## src/rtl/pipeline_run_controller.sv

```systemverilog
// Run/step/drain sequencer for the five-stage pipeline, driven by the UART debug interface.
// Optional run-mode watchdog is compiled in when RUN_WATCHDOG_EN is defined.
module pipeline_run_controller #(
  parameter int unsigned DRAIN_CYCLES    = 4,
  parameter int unsigned CYCLE_CNT_WIDTH = 32,
  parameter logic [31:0] WATCHDOG_LIMIT  = 32'd100000
) (
  input  logic                       i_clk,
  input  logic                       i_reset_n,
  input  logic [1:0]                 i_exec_mode,
  input  logic                       i_step,
  input  logic                       i_halt_decoded,
  output logic                       o_pc_enable,
  output logic                       o_pipe_enable,
  output logic                       o_program_finished,
  output logic                       o_timeout,
  output logic                       o_busy,
  output logic [CYCLE_CNT_WIDTH-1:0] o_cycle_count
);

  typedef enum logic [2:0] {
    IDLE      = 3'd0,
    RUN       = 3'd1,
    DRAIN     = 3'd2,
    STEP_WAIT = 3'd3,
    STEP_EXEC = 3'd4,
    DONE      = 3'd5,
    RELEASE   = 3'd6
  } state_t;

  localparam int unsigned DRAIN_W = $clog2(DRAIN_CYCLES + 1);
  localparam logic [DRAIN_W-1:0] DRAIN_LOAD = DRAIN_W'(DRAIN_CYCLES);
  localparam logic [DRAIN_W-1:0] DRAIN_ONE  = DRAIN_W'(1);
  localparam logic [CYCLE_CNT_WIDTH-1:0] CNT_ONE = CYCLE_CNT_WIDTH'(1);
  localparam logic [CYCLE_CNT_WIDTH-1:0] CNT_MAX = {CYCLE_CNT_WIDTH{1'b1}};

  state_t                     state_r, next_state_s;
  logic [DRAIN_W-1:0]         drain_r, drain_nxt_s;
  logic                       halt_flag_r, halt_flag_nxt_s;
  logic                       timeout_r, timeout_nxt_s;
  logic                       step_prev_r;
  logic                       count_clr_s;
  logic [CYCLE_CNT_WIDTH-1:0] count_r, count_nxt_s;
  logic                       pc_enable_r, pipe_enable_r, finished_r, busy_r;
  logic                       pc_nxt_s, pipe_nxt_s;
  logic                       run_req_s, step_req_s, stop_req_s, step_rise_s, wd_hit_s;

  // Mode 10 is reserved and behaves like 00, so bit 0 alone marks a stop request.
  assign run_req_s   = (i_exec_mode == 2'b01);
  assign step_req_s  = (i_exec_mode == 2'b11);
  assign stop_req_s  = ~i_exec_mode[0];
  // A held step request only counts once, on its rising edge.
  assign step_rise_s = i_step & ~step_prev_r;

`ifdef RUN_WATCHDOG_EN
  localparam logic [CYCLE_CNT_WIDTH-1:0] WD_LIMIT = CYCLE_CNT_WIDTH'(WATCHDOG_LIMIT);
  assign wd_hit_s = (count_r >= WD_LIMIT);
`else
  logic unused_wd_limit_s;
  assign unused_wd_limit_s = ^WATCHDOG_LIMIT;
  assign wd_hit_s = 1'b0;
`endif

  // Next-state, drain counter, halt flag and timeout decisions.
  always_comb begin
    next_state_s    = state_r;
    drain_nxt_s     = drain_r;
    halt_flag_nxt_s = halt_flag_r;
    timeout_nxt_s   = timeout_r;
    count_clr_s     = 1'b0;
    case (state_r)
      IDLE: begin
        if (run_req_s || step_req_s) begin
          next_state_s    = run_req_s ? RUN : STEP_WAIT;
          count_clr_s     = 1'b1;
          timeout_nxt_s   = 1'b0;
          halt_flag_nxt_s = 1'b0;
        end else begin
          next_state_s = IDLE;
        end
      end
      RUN: begin
        if (stop_req_s) begin
          next_state_s = IDLE;
        end else if (wd_hit_s) begin
          next_state_s  = DONE;
          timeout_nxt_s = 1'b1;
        end else if (i_halt_decoded) begin
          next_state_s = DRAIN;
          drain_nxt_s  = DRAIN_LOAD;
        end else begin
          next_state_s = RUN;
        end
      end
      DRAIN: begin
        if (stop_req_s) begin
          next_state_s = IDLE;
        end else if (wd_hit_s) begin
          next_state_s  = DONE;
          timeout_nxt_s = 1'b1;
        end else begin
          drain_nxt_s  = drain_r - DRAIN_ONE;
          next_state_s = (drain_r == DRAIN_ONE) ? DONE : DRAIN;
        end
      end
      STEP_WAIT: begin
        if (stop_req_s) begin
          next_state_s = IDLE;
        end else if (step_rise_s) begin
          next_state_s = STEP_EXEC;
        end else begin
          next_state_s = STEP_WAIT;
        end
      end
      STEP_EXEC: begin
        // Once halted, every further step retires one older instruction.
        if (halt_flag_r) begin
          drain_nxt_s  = drain_r - DRAIN_ONE;
          next_state_s = (drain_r == DRAIN_ONE) ? DONE : STEP_WAIT;
        end else if (i_halt_decoded) begin
          halt_flag_nxt_s = 1'b1;
          drain_nxt_s     = DRAIN_LOAD;
          next_state_s    = STEP_WAIT;
        end else begin
          next_state_s = STEP_WAIT;
        end
      end
      DONE: begin
        next_state_s = RELEASE;
      end
      RELEASE: begin
        if (stop_req_s) begin
          next_state_s = IDLE;
        end else begin
          next_state_s = RELEASE;
        end
      end
      default: begin
        next_state_s = IDLE;
      end
    endcase
  end

  // Output strobes and cycle counter for the upcoming cycle; the count includes that cycle.
  always_comb begin
    pipe_nxt_s = (next_state_s == RUN) || (next_state_s == DRAIN) || (next_state_s == STEP_EXEC);
    pc_nxt_s   = (next_state_s == RUN) || ((next_state_s == STEP_EXEC) && !halt_flag_nxt_s);
    if (count_clr_s) begin
      count_nxt_s = pipe_nxt_s ? CNT_ONE : {CYCLE_CNT_WIDTH{1'b0}};
    end else if (pipe_nxt_s && (count_r != CNT_MAX)) begin
      count_nxt_s = count_r + CNT_ONE;
    end else begin
      count_nxt_s = count_r;
    end
  end

  // State and registered outputs.
  always_ff @(posedge i_clk or negedge i_reset_n) begin
    if (!i_reset_n) begin
      state_r       <= IDLE;
      drain_r       <= {DRAIN_W{1'b0}};
      halt_flag_r   <= 1'b0;
      timeout_r     <= 1'b0;
      step_prev_r   <= 1'b0;
      count_r       <= {CYCLE_CNT_WIDTH{1'b0}};
      pc_enable_r   <= 1'b0;
      pipe_enable_r <= 1'b0;
      finished_r    <= 1'b0;
      busy_r        <= 1'b0;
    end else begin
      state_r       <= next_state_s;
      drain_r       <= drain_nxt_s;
      halt_flag_r   <= halt_flag_nxt_s;
      timeout_r     <= timeout_nxt_s;
      step_prev_r   <= i_step;
      count_r       <= count_nxt_s;
      pc_enable_r   <= pc_nxt_s;
      pipe_enable_r <= pipe_nxt_s;
      finished_r    <= (next_state_s == DONE);
      busy_r        <= (next_state_s != IDLE);
    end
  end

  assign o_pc_enable        = pc_enable_r;
  assign o_pipe_enable      = pipe_enable_r;
  assign o_program_finished = finished_r;
  assign o_timeout          = timeout_r;
  assign o_busy             = busy_r;
  assign o_cycle_count      = count_r;

endmodule

```

## config.mk

```make
export PLATFORM = sky130hd
export DESIGN_NAME = pipeline_run_controller
export DESIGN_NICKNAME = d
export VERILOG_FILES = /design/src/rtl/pipeline_run_controller.sv
export SDC_FILE = /design/constraint.sdc
export NUM_CORES = 1
export LEC_CHECK = 0
export CAP_MARGIN = 40
export CORE_ASPECT_RATIO = 1.25
export CORE_MARGIN = 2
export CORE_UTILIZATION = 40
export CTS_CLUSTER_SIZE = 20
export DETAILED_ROUTE_END_ITERATION = 10
export HOLD_SLACK_MARGIN = 0.06
export PLACE_DENSITY = 0.63
export SLEW_MARGIN = 20
export SYNTH_ARGS = -nofsm -noshare
export SYNTH_HDL_FRONTEND = slang
export SYNTH_SLANG_ARGS = --single-unit
```

## constraint.sdc

```tcl
create_clock -name i_clk -period 3 [get_ports i_clk]
set_input_delay 0.3 -clock i_clk [delete_from_list [all_inputs] [get_ports i_clk]]
set_output_delay 0.3 -clock i_clk [all_outputs]
set_load 0.03 [all_outputs]
```

==> key figures <==
Critical path
  • Worst EP required: between 3000 and 4000 ps
  • Reg2Reg Depth: 6
  • Critical path depth in cells: 6
  • Worst Path Buf+Inv: 0
  • Slowest CP cell: or4_4
  • Startpoint types: register
  • Cell class contributing the biggest share of worst-path delay: simple AND/OR/NAND/NOR gates
  • Critical Path AT: around 2700 ps
  • Worst R2R Setup Slack: around 490 ps
  • CP Class: reg -> reg
  • Worst setup EP type: register
  • CP cell instances: ha_1 > nand4_1 > or4_4 > o21ai_2 > or4_1 > a21oi_1
  • Crit path largest cell delay: 630 ps
  • Worst-path fanout max: 14

Yosys
  • Post-synth EDFFs: 0
  • Synth Cell Area: approximately 0.0026 mm²
  • Top-area cell type share of the netlist area: 42.3%
  • Synthesized flop and latch total: between 40 and 50
  • Synth area leader: dfrtp_1
  • Gate Count Post-Synth: about 290
  • Cell variety after synth: 53
  • Top post-synthesis cells by area: dfrtp_1 42%, o31ai_1 5.2%, or4_1 5.2%
  • Asr flop ratio synth: between 90% and 100%
  • Synth warn: 0
  • Seq/Total Area, Yosys: 42.3%
  • Commonest cells post-synth: 44 x dfrtp_1, 26 x nand2_1, 24 x a21oi_1
  • Synth Flop Type: dfrtp_1
  • Syn nets: about 300
  • Count leader, synth: dfrtp_1
  • Syn avg cell area: about 9 µm²

Clocking
  • Worst skew pair latency: 290 ps
  • Clock-pin transition on the worst setup and hold timing paths: approximately 80 ps
  • Clock root buffer: clkbuf_8
  • Htree depth: 2
  • CTS Buffer Depth: 2
  • TritonCTS clock tree: done
  • Clock buffer count from CTS: 5
  • Clock sink count: 44

Floorplan
  • Die width: 76.1 µm
  • Core area: 0.00625 mm²
  • # rows: 32
  • Initial Utilization: 41.6%
  • Die Area: ~0.007 mm²
  • Die height: 94.1 µm
  • I/O pin count: 43

STA
  • Setup tns final: 0 ps
  • Setup violators final: 0
  • Tmin final: ~2500 ps
  • Slew margin rel.: between 50 and 60%
  • Clk_skew: ~3.6 ps
  • Final hold vios: 0
  • Worst hold slack: 477 ps
  • Crit share post-route: between 80% and 90%
  • Max Freq: between 300 and 400 MHz
  • Worst slew pin tran: 604 ps
  • Setup WS post-layout: around 490 ps
  • Unrepaired setup endpoints after global routing: false
  • Final slew viol count: 0

Route
  • Via/cell ratio: just under 6
  • DRT Wirelength: 6.18 mm
  • Post-DRT Antenna Nets: 0
  • Pre-antenna DRT Iters: 4
  • Initial drt markers: about 130
  • # DRC: 0
  • DR vias: around 2400
  • Wire length per cell: roughly 15 µm

Cells and area
  • Ant. Diodes: 0
  • Filler instances: between 600 and 700
  • Share of cells above drive strength 1: between 7 and 8%
  • Area grow syn2layout: 22.1%
  • Net count reported at finish: roughly 330

Placement
  • Pre-CTS setup slack: 358 ps
  • Gpl congestion: 0.855
  • DP HPWL: between 4 and 5 mm
  • IO buf count: about 40

Power and ir drop
  • Leakage power: around 0.0012 µW
  • Pwr/cell area: approximately 580 mW/mm²
  • Worst VDD drop: roughly 310 µV

Status
  • Status: completed

GRT
  • First-pass GRT wire length: between 10 and 15 mm
  • Total gr overflow: 0
  • Vias in the first global route: ~2200
  • Largest net degree at the start of global routing: 31
  • Total GRT Usage: roughly 18%
  • Initial antenna violation count: 0

Job
  • Max cap viols: 0

Min path
  • Hold path depth: 1
  • HP Class: in -> reg
-- layout make-up --
cell class                 count  area (µm²)  area share (%)
timing repair buffer          48         473            14.9
inverter                      11        41.3            1.30
clock buffer                   8        90.1            2.84
sequential                    44        1100            34.7
multi-input combinational    215        1360            42.9
tap                           85         106            3.35
-- stage by stage --
stage	instances	total power (µW)	utilization [%]	cell area, µm²
finish	411	1840	50.8	3180
global route	411	1950	50.8	3180
CTS	411	1850	50.8	3180
detailed placement	402	1460	49.2	3080
global placement	401	1460	48.9	3060
floorplan	286	1250	-	2600
-- repair_timing --
| action | in CTS | in global routing |
|---|---|---|
| buffers inserted | 0 | 0 |
| endpoints found under the hold margin | 18 | 0 |
| hold buffers | 1 | 0 |
| resized for setup | 0 | 0 |
-- placed cells by master, fill, tap and decap left out, types with 3 or more instances in the layout --
master           instances
nor4_1                   5
clkdlybuf4s50_1         40
inv_1                   11
o21ai_2                  3
and3_1                   7
nand3_1                 13
nand3b_1                 7
o21ai_0                 10
clkbuf_8                 6
or3_1                    7
nand2b_1                 7
dfrtp_1                 44
nand2_1                 26
nand4_1                  7
o211ai_1                 6
buf_4                    5
or4_1                   18
mux2i_1                  4
nor2_1                  15
ha_1                     3
a21oi_1                 24
o31ai_1                 18
-- flip-flops by register name (all words and copies together), names as in the netlist --
signal,count
o_pc_enable,1
o_pipe_enable,1
step_prev_r,1
drain_r,3
o_cycle_count,32
o_program_finished,1
o_busy,1
halt_flag_r,1
state_r,3
-- metal layers --
metal	vias up	wire [µm]	GRT usage [%]
met5	-	0	0
met4	0	95	5.61
met1	1201	2920	23.1
li1	1164	-	-
met3	6	167	2.98
met2	49	3000	31.0
-- final timing paths --
kind,from,to
min in group asynchronous,i_reset_n,o_cycle_count[5]$_DFFE_PN0P_
setup / recovery,o_cycle_count[1]$_DFFE_PN0P_,o_cycle_count[22]$_DFFE_PN0P_
max in group asynchronous,i_reset_n,o_cycle_count[12]$_DFFE_PN0P_
hold / removal,i_step,step_prev_r$_DFF_PN0_
hold reg to reg,drain_r[2]$_DFFE_PN0P_,drain_r[2]$_DFFE_PN0P_
setup reg to reg,o_cycle_count[1]$_DFFE_PN0P_,o_cycle_count[22]$_DFFE_PN0P_
-- cell families (layout without fill, tap and decap cells) --
| logic type | count (synthesis) | count (layout) | synth area share (%) |
|---|---|---|---|
| compound gates | 80 | 80 | 20.9 |
| xor+xnor | 1 | 1 | 0.337 |
| fa+ha+maj | 3 | 3 | 1.44 |
| buf+inv | 27 | 67 | 5.20 |
| flops | 44 | 44 | 42.3 |
| mux | 4 | 4 | 1.54 |
| other cells | 1 | 1 | 0.144 |
| simple gates | 126 | 126 | 28.1 |
-- where the power goes --
| part | internal (µW) | switching, µW |
|---|---|---|
| registers | 664 | 88.6 |
| logic | 248 | 452 |
| clock network | 188 | 195 |
| total | 1100 | 735 |
Note: power is estimated with default switching activity, not from simulation.
